$ cat src/rtl/imm_extend_pipe.sv
// Pipelined RISC-V immediate generator with a valid/ready output stage,
// a one-entry skid register, flush and a saturating illegal-format counter.
module imm_extend_pipe #(
   parameter int XLEN  = 32,
   parameter int TAG_W = 32,
   parameter int CNT_W = 8
) (
   input  logic             clk,
   input  logic             rst,
   input  logic             flush,
   input  logic             in_valid,
   output logic             in_ready,
   input  logic [24:0]      unextend_data,
   input  logic [2:0]       extend_func,
   input  logic [TAG_W-1:0] in_tag,
   output logic             out_valid,
   input  logic             out_ready,
   output logic [XLEN-1:0]  extended_data,
   output logic [TAG_W-1:0] out_tag,
   output logic             out_err,
   output logic [CNT_W-1:0] err_cnt
);

   localparam logic [CNT_W-1:0] CNT_MAX = '1;

   logic [31:0]      imm32;
   logic [XLEN-1:0]  imm;
   logic             illegal;
   logic             sign;
   logic             accept;

   logic             skid_valid;
   logic [XLEN-1:0]  skid_data;
   logic [TAG_W-1:0] skid_tag;
   logic             skid_err;

   assign sign = unextend_data[24];

   // Every format fits a 32-bit value whose MSB is the correct fill bit, so a
   // single sign-extending cast widens it to XLEN (zero-extended formats have MSB 0).
   always_comb begin
      imm32   = '0;
      illegal = 1'b0;
      case (extend_func)
         3'd0: imm32 = {{20{sign}}, unextend_data[24:13]};
         3'd1: imm32 = {{20{sign}}, unextend_data[24:18], unextend_data[4:0]};
         3'd2: imm32 = {{20{sign}}, unextend_data[0], unextend_data[23:18],
                        unextend_data[4:1], 1'b0};
         3'd3: imm32 = {{12{sign}}, unextend_data[12:5], unextend_data[13],
                        unextend_data[23:14], 1'b0};
         3'd4: imm32 = {unextend_data[24:5], 12'b0};
         3'd5: imm32 = {27'b0, unextend_data[12:8]};
         3'd6: imm32 = (XLEN == 64) ? {26'b0, unextend_data[18:13]}
                                    : {27'b0, unextend_data[17:13]};
         default: illegal = 1'b1;
      endcase
   end

   assign imm      = XLEN'($signed(imm32));
   assign in_ready = !skid_valid;
   assign accept   = in_valid && in_ready && !flush;

   // Output stage plus skid: the skid only fills when a beat arrives while the
   // output is stalled, and always drains into the output before new beats.
   always_ff @(posedge clk or negedge rst) begin
      if (!rst) begin
         out_valid     <= 1'b0;
         extended_data <= '0;
         out_tag       <= '0;
         out_err       <= 1'b0;
         skid_valid    <= 1'b0;
         skid_data     <= '0;
         skid_tag      <= '0;
         skid_err      <= 1'b0;
      end else if (flush) begin
         out_valid  <= 1'b0;
         skid_valid <= 1'b0;
      end else if (skid_valid) begin
         if (out_ready) begin
            extended_data <= skid_data;
            out_tag       <= skid_tag;
            out_err       <= skid_err;
            skid_valid    <= 1'b0;
         end
      end else if (accept) begin
         if (!out_valid || out_ready) begin
            out_valid     <= 1'b1;
            extended_data <= illegal ? '0 : imm;
            out_tag       <= in_tag;
            out_err       <= illegal;
         end else begin
            skid_valid <= 1'b1;
            skid_data  <= illegal ? '0 : imm;
            skid_tag   <= in_tag;
            skid_err   <= illegal;
         end
      end else if (out_ready) begin
         out_valid <= 1'b0;
      end
   end

   // Counts accepted illegal beats; flush does not touch it.
   always_ff @(posedge clk or negedge rst) begin
      if (!rst) begin
         err_cnt <= '0;
      end else if (accept && illegal && (err_cnt != CNT_MAX)) begin
         err_cnt <= err_cnt + 1'b1;
      end
   end

endmodule

$ cat config.mk
export PLATFORM = sky130hd
export DESIGN_NAME = imm_extend_pipe
export DESIGN_NICKNAME = d
export VERILOG_FILES = /design/src/rtl/imm_extend_pipe.sv
export SDC_FILE = /design/constraint.sdc
export NUM_CORES = 1
export LEC_CHECK = 0
export CAP_MARGIN = 0
export CORE_ASPECT_RATIO = 0.6
export CORE_MARGIN = 1
export CORE_UTILIZATION = 55
export CTS_CLUSTER_SIZE = 12
export DETAILED_ROUTE_END_ITERATION = 7
export PLACE_DENSITY = 0.87
export SYNTH_ARGS = -nofsm -noshare
export SYNTH_HDL_FRONTEND = slang
export SYNTH_SLANG_ARGS = --single-unit
$ cat constraint.sdc
create_clock -name clk -period 3.65 [get_ports clk]
set_input_delay 1.095 -clock clk [delete_from_list [all_inputs] [get_ports clk]]
set_output_delay 1.095 -clock clk [all_outputs]
set_load 0.05 [all_outputs]
Word-level counts from Yosys, hierarchy flattened
Index checks and enable logic that the tools add are counted.

word-level totals
  register bits = 140
  bits of input ports = 65
  output and inout port bits = 75
  word-level logic and storage cells = 64

operators by class
  add/sub/neg operators = 1
  equal/unequal tests = 10
  muxes and demuxes = 25
  bitwise operators = 3
  reduce and logical (&&, ||, !) cells = 16

operators by type and width
  operator                                        count
  2-to-1 mux 32 bit                               9
  one-hot mux 32 bit (7 select lines)             1
  2-to-1 mux 1 bit                                15
  == test 3 bit (second input constant)           3
  adder 8 x 1 -> 8 bit (second input constant)    1
  != test 8 bit (second input constant)           1
  AND reduction 4 bit                             2
  OR reduction 7 bit                              1
  == test 3 x 2 -> 1 bit (second input constant)  2
  logical AND 1 bit                               4
  != test 2 bit (second input constant)           2
  nonzero test 2 bit                              2
  == test 3 x 1 -> 1 bit (second input constant)  1
  zero test 1 bit                                 3
  zero test 3 bit                                 1
  != test 3 x 2 -> 1 bit (second input constant)  1
  inverter 1 bit                                  3
  AND reduction 3 bit                             1
  nonzero test 3 bit                              1
  logical OR 1 bit                                1

Longest topological paths before layout
  word-level depth = 6
  gate-level depth with buffers = 7
  depth with buffers taken out = 5

Worst setup path after synthesis
OpenSTA, ideal clock, no wires.

  kind = input to register
  from = in extend_func[1]
  to = reg err_cnt[3]
  setup time = 0.125 ns
  data arrival time = 2.138 ns
  data required time = 3.525 ns
  setup slack = 1.387 ns
  cell stages on the path = 4
  buffers on the path = 1
  cell sequence = buf_4 nand3_4 or4b_4 mux2_4

between the ends
  word-level cells in the longest chain between the ends = 5
  elaborated cells between the ends (all ways) = 11
  classes of those cells = 6 x eq/ne; 1 x mux; 4 x reduce/logical

ends and longest elaborated chain
  item                                         line  RTL
  start, declared                              14    input logic [2:0] extend_func,
  == test 3 bit, or another cell as far along  44    case (extend_func)
  OR reduction 7 bit (no source line) (*)      n/a
  2-to-1 mux 1 bit (*)                         44
  logical AND 1 bit (*) (2 in series)          106   end else if (accept && illegal && (err_cnt != CNT_MAX)) begin
  end signal, assigned                         107   err_cnt <= err_cnt + 1'b1;
  end, declared                                21    output logic [CNT_W-1:0] err_cnt

Every way passes the cells marked *; elsewhere a longest branch is shown, timed or not.
A chain may end at the register's enable or synchronous reset.

Worst setup path after layout
  from = reg skid_valid
  to = out in_ready

between the ends
  word-level cells in the longest chain between the ends = 1

ends and longest elaborated chain
  item                    line  RTL
  start, declared         32    logic skid_valid;
  start signal, assigned  71    skid_valid <= 1'b0;
  start signal, assigned  77    skid_valid <= 1'b0;
  start signal, assigned  83    skid_valid <= 1'b0;
  zero test 1 bit         60    assign in_ready = !skid_valid;
  end, declared           12    output logic in_ready,

Every way passes these cells.

==> impl_metrics.xml <==
<?xml version="1.0" encoding="UTF-8"?>
<metrics>
  <group name="outcome">
    <metric name="status" unit="">finished clean</metric>
  </group>
  <group name="yosys">
    <metric name="postSynthAreaPerCell" unit="um2">10.8</metric>
    <metric name="synthTopCellsByCount" unit="">sky130_fd_sc_hd__dfrtp_1, sky130_fd_sc_hd__nand2_1, sky130_fd_sc_hd__o21ai_0</metric>
    <metric name="synth.largest_area_cell" unit="">sky130_fd_sc_hd__dfrtp_1</metric>
    <metric name="post_synth_instance_area" unit="um2">6390</metric>
    <metric name="synth.ff_latch_count" unit="">140</metric>
    <metric name="post-synth-top-count-cell" unit="">sky130_fd_sc_hd__dfrtp_1</metric>
    <metric name="yosys.cell_types.count" unit="">40</metric>
    <metric name="async_flop_share" unit="%">100</metric>
    <metric name="postSynthNetCount" unit="">657</metric>
    <metric name="synth_sequential_area_ratio" unit="%">54.8</metric>
    <metric name="netlist_instances" unit="">591</metric>
    <metric name="synth-edff-count" unit="">0</metric>
    <metric name="synth_area_leaders" unit="">sky130_fd_sc_hd__dfrtp_1, sky130_fd_sc_hd__mux2_2, sky130_fd_sc_hd__o21ai_0, sky130_fd_sc_hd__mux2i_1, sky130_fd_sc_hd__nand2_1</metric>
    <metric name="synth_largest_type_area_fraction" unit="%">54.8</metric>
    <metric name="ys_dominant_reg_cell" unit="">sky130_fd_sc_hd__dfrtp_1</metric>
    <metric name="yosys_warnings" unit="">0</metric>
  </group>
  <group name="timing">
    <metric name="period_share" unit="%">81.6</metric>
    <metric name="fmaxAchievable" unit="MHz">336</metric>
    <metric name="finalSetupTns" unit="ps">0</metric>
    <metric name="rsz_0062_raised_after_global_routing" unit="">no</metric>
    <metric name="max_slew.worst_pin.slew" unit="ps">1130</metric>
    <metric name="timing.final.hold_violations" unit="">0</metric>
    <metric name="final_max_slew_viols" unit="">0</metric>
    <metric name="final_worst_clock_skew" unit="ps">12.2</metric>
    <metric name="finalCriticalPeriod" unit="ps">2980</metric>
    <metric name="max-slew-margin-rel" unit="%">24.8</metric>
    <metric name="setup_viol" unit="">0</metric>
  </group>
  <group name="drt">
    <metric name="remaining_drc_errors" unit="">0</metric>
    <metric name="dr.pass1.iters" unit="">5</metric>
    <metric name="antenna_violating_nets_post_route" unit="">0</metric>
    <metric name="routed-via-count" unit="">5199</metric>
    <metric name="detailedRoute.firstIterationViolations" unit="">348</metric>
    <metric name="routed_wire_length_per_instance" unit="um">19.0</metric>
    <metric name="vias_per_cell" unit="">5.84</metric>
    <metric name="wl" unit="um">16900</metric>
  </group>
  <group name="die">
    <metric name="dieArea" unit="um2">12100</metric>
    <metric name="initial_core_util" unit="%">56.6</metric>
    <metric name="row_count" unit="">30</metric>
    <metric name="die_w" unit="um">141</metric>
    <metric name="die_height" unit="um">85.5</metric>
    <metric name="floorplan.io_pins" unit="">140</metric>
    <metric name="core_area" unit="um2">11300</metric>
  </group>
  <group name="global_routing">
    <metric name="grt_pass1_wl" unit="um">26600</metric>
    <metric name="grt_overflow_total" unit="">0</metric>
    <metric name="overall_global_routing_resource_usage" unit="%">29.0</metric>
    <metric name="first_global_vias" unit="">5137</metric>
    <metric name="initial_antenna_violation_count" unit="">0</metric>
    <metric name="grt_max_degree" unit="">89</metric>
  </group>
  <group name="placed_design">
    <metric name="dp_hpwl" unit="um">11100</metric>
    <metric name="gp_congestion" unit="">0.908</metric>
    <metric name="numPortBuffers" unit="">139</metric>
  </group>
  <group name="clock_network">
    <metric name="cts.sinks" unit="">140</metric>
    <metric name="cts_inserted_buffers" unit="">17</metric>
    <metric name="cts_max_level" unit="">4</metric>
    <metric name="postCtsHoldBufs" unit="">0</metric>
    <metric name="ctsRootBufferMaster" unit="">sky130_fd_sc_hd__clkbuf_16</metric>
    <metric name="ctsResizeCount" unit="">0</metric>
    <metric name="post-cts-setup-buffers" unit="">0</metric>
    <metric name="clock_tree_from_tritoncts" unit="">done</metric>
    <metric name="clock_tree.buffer_depth" unit="">2</metric>
    <metric name="skew_pair_late_insertion_delay" unit="ps">420</metric>
    <metric name="cts.reportedPaths.clkPinSlew" unit="ps">60</metric>
  </group>
  <group name="setup_path">
    <metric name="crit_path_end_kind" unit="">output port</metric>
    <metric name="timing_worst_setup_path_type" unit="">flip-flop to output port</metric>
    <metric name="worstPathBufferInverterCount" unit="">2</metric>
    <metric name="timing.critical_path.fanout_max" unit="">4</metric>
    <metric name="r2r.worst_path.cells" unit="">4</metric>
    <metric name="signal_arrival_time_at_the_worst_endpoint" unit="ps">1880</metric>
    <metric name="timing.critical_path.cells" unit="">inv_1 &gt; clkdlybuf4s50_1</metric>
    <metric name="crit_path_start_kind" unit="">flip-flop</metric>
    <metric name="cp.depth" unit="">2</metric>
    <metric name="crit_family" unit="">buffers and inverters</metric>
    <metric name="cp_slowest_cell" unit="">sky130_fd_sc_hd__clkdlybuf4s50_1</metric>
    <metric name="timing.critical_path.slowest_cell_delay" unit="ps">850</metric>
    <metric name="worst-endpoint-required" unit="ps">2550</metric>
  </group>
  <group name="flow_run">
    <metric name="max_cap_viol_count" unit="">0</metric>
  </group>
  <group name="hold_path">
    <metric name="timing.hold.worst.class" unit="">flip-flop to flip-flop</metric>
    <metric name="hold_depth" unit="">2</metric>
  </group>
  <group name="pwr">
    <metric name="power_density" unit="nW/um2">630</metric>
    <metric name="vdd_drop_max" unit="uV">383</metric>
    <metric name="p_leak" unit="uW">0.00362</metric>
  </group>
  <group name="cells_and_area">
    <metric name="postLayoutCoreUtil" unit="%">76.1</metric>
    <metric name="layout-area-overhead-vs-synth" unit="%">34.5</metric>
    <metric name="final_net_count" unit="">783</metric>
    <metric name="antennaDiodeCount" unit="">0</metric>
    <metric name="post_route_cells_drive_above_1_share" unit="%">15.2</metric>
  </group>
</metrics>
[metal layers]
layer,routed length (um),global-route usage (%),vias to the layer above
li1,-,-,2330
met1,7470,39.8,2596
met2,8050,46.9,242
met3,1070,5.75,31
met4,337,9.68,0
met5,0,0,-
[cell type report]
| cell class | instances | area [um2] |
|---|---|---|
| clock inverter | 13 | 238 |
| inverter | 4 | 15.0 |
| clock buffer | 19 | 443 |
| multi-input combinational | 403 | 2670 |
| sequential | 140 | 3510 |
| fill | 704 | 2700 |
| tap | 160 | 200 |
| timing repair buffer | 151 | 1520 |
[worst reg2reg max path, delay by kind of cell (launching register included)]
kind	cells	cell delay [ps]
compound gates	2	1030
flops	1	410
buf+inv	1	850
simple gates	1	460
[cell families (layout without fill, tap and decap cells)]
family	Yosys count	count (layout)	synth area share [%]
and+or+nand+nor	153	153	10.9
AOI/OAI and AO/OA	147	147	13.1
DFF	140	140	54.8
muxes	98	98	16.5
buffers and inverters	48	187	3.58
xor gates and xnor gates	4	4	0.842
adders and majority gates	1	1	0.196
[power by group]
group | switching, uW | internal, uW | total (uW)
Sequential | 186 | 1860 | 2040
Combinational | 866 | 527 | 1390
Clock | 671 | 1310 | 1980
[state kept, by name, summed over array words and instances, names as in the netlist]
name / cells
out_tag: 32
skid_valid: 1
skid_data: 32
skid_tag: 32
out_valid: 1
err_cnt: 8
out_err: 1
extended_data: 32
skid_err: 1
[final timing paths]
path,start,endpoint,slack [ps]
max,skid_valid,in_ready,670
min,out_tag[26],out_tag[26],480
max reg2reg,skid_valid,extended_data[14],810
min reg2reg,out_tag[26],out_tag[26],480
max in group asynchronous,rst,err_cnt[3],2070
min in group asynchronous,rst,extended_data[7],690
[metrics by stage]
step / hold slack [ps] / instance area, um2 / power, uW / worst slack, ps / cells
6_report: 481 / 8600 / 5410 / 671 / 890
3_3_place_gp: 461 / 7910 / 3370 / 410 / 858
2_1_floorplan: 450 / 6390 / 2890 / 1390 / 591
3_5_place_dp: 472 / 7910 / 3450 / 270 / 858
4_1_cts: 486 / 8590 / 5430 / 521 / 890
5_1_grt: 509 / 8600 / 5600 / 631 / 890
[cell usage in the layout, fill, tap and decap left out, drive strengths merged, types with 3 or more instances in the layout]
cell             n
bufinv           6
o22a             8
mux2i           40
clkinvlp         3
nand4            5
a22oi            4
nand2b           8
buf             13
o21ai           84
clkbuf          19
mux2            58
o211ai          14
inv              6
nor2b            4
a21oi           32
nand3           16
clkdlybuf4s50  138
nand2          104
dfrtp          140
nor2             6
(Power assumes the default switching activity.)
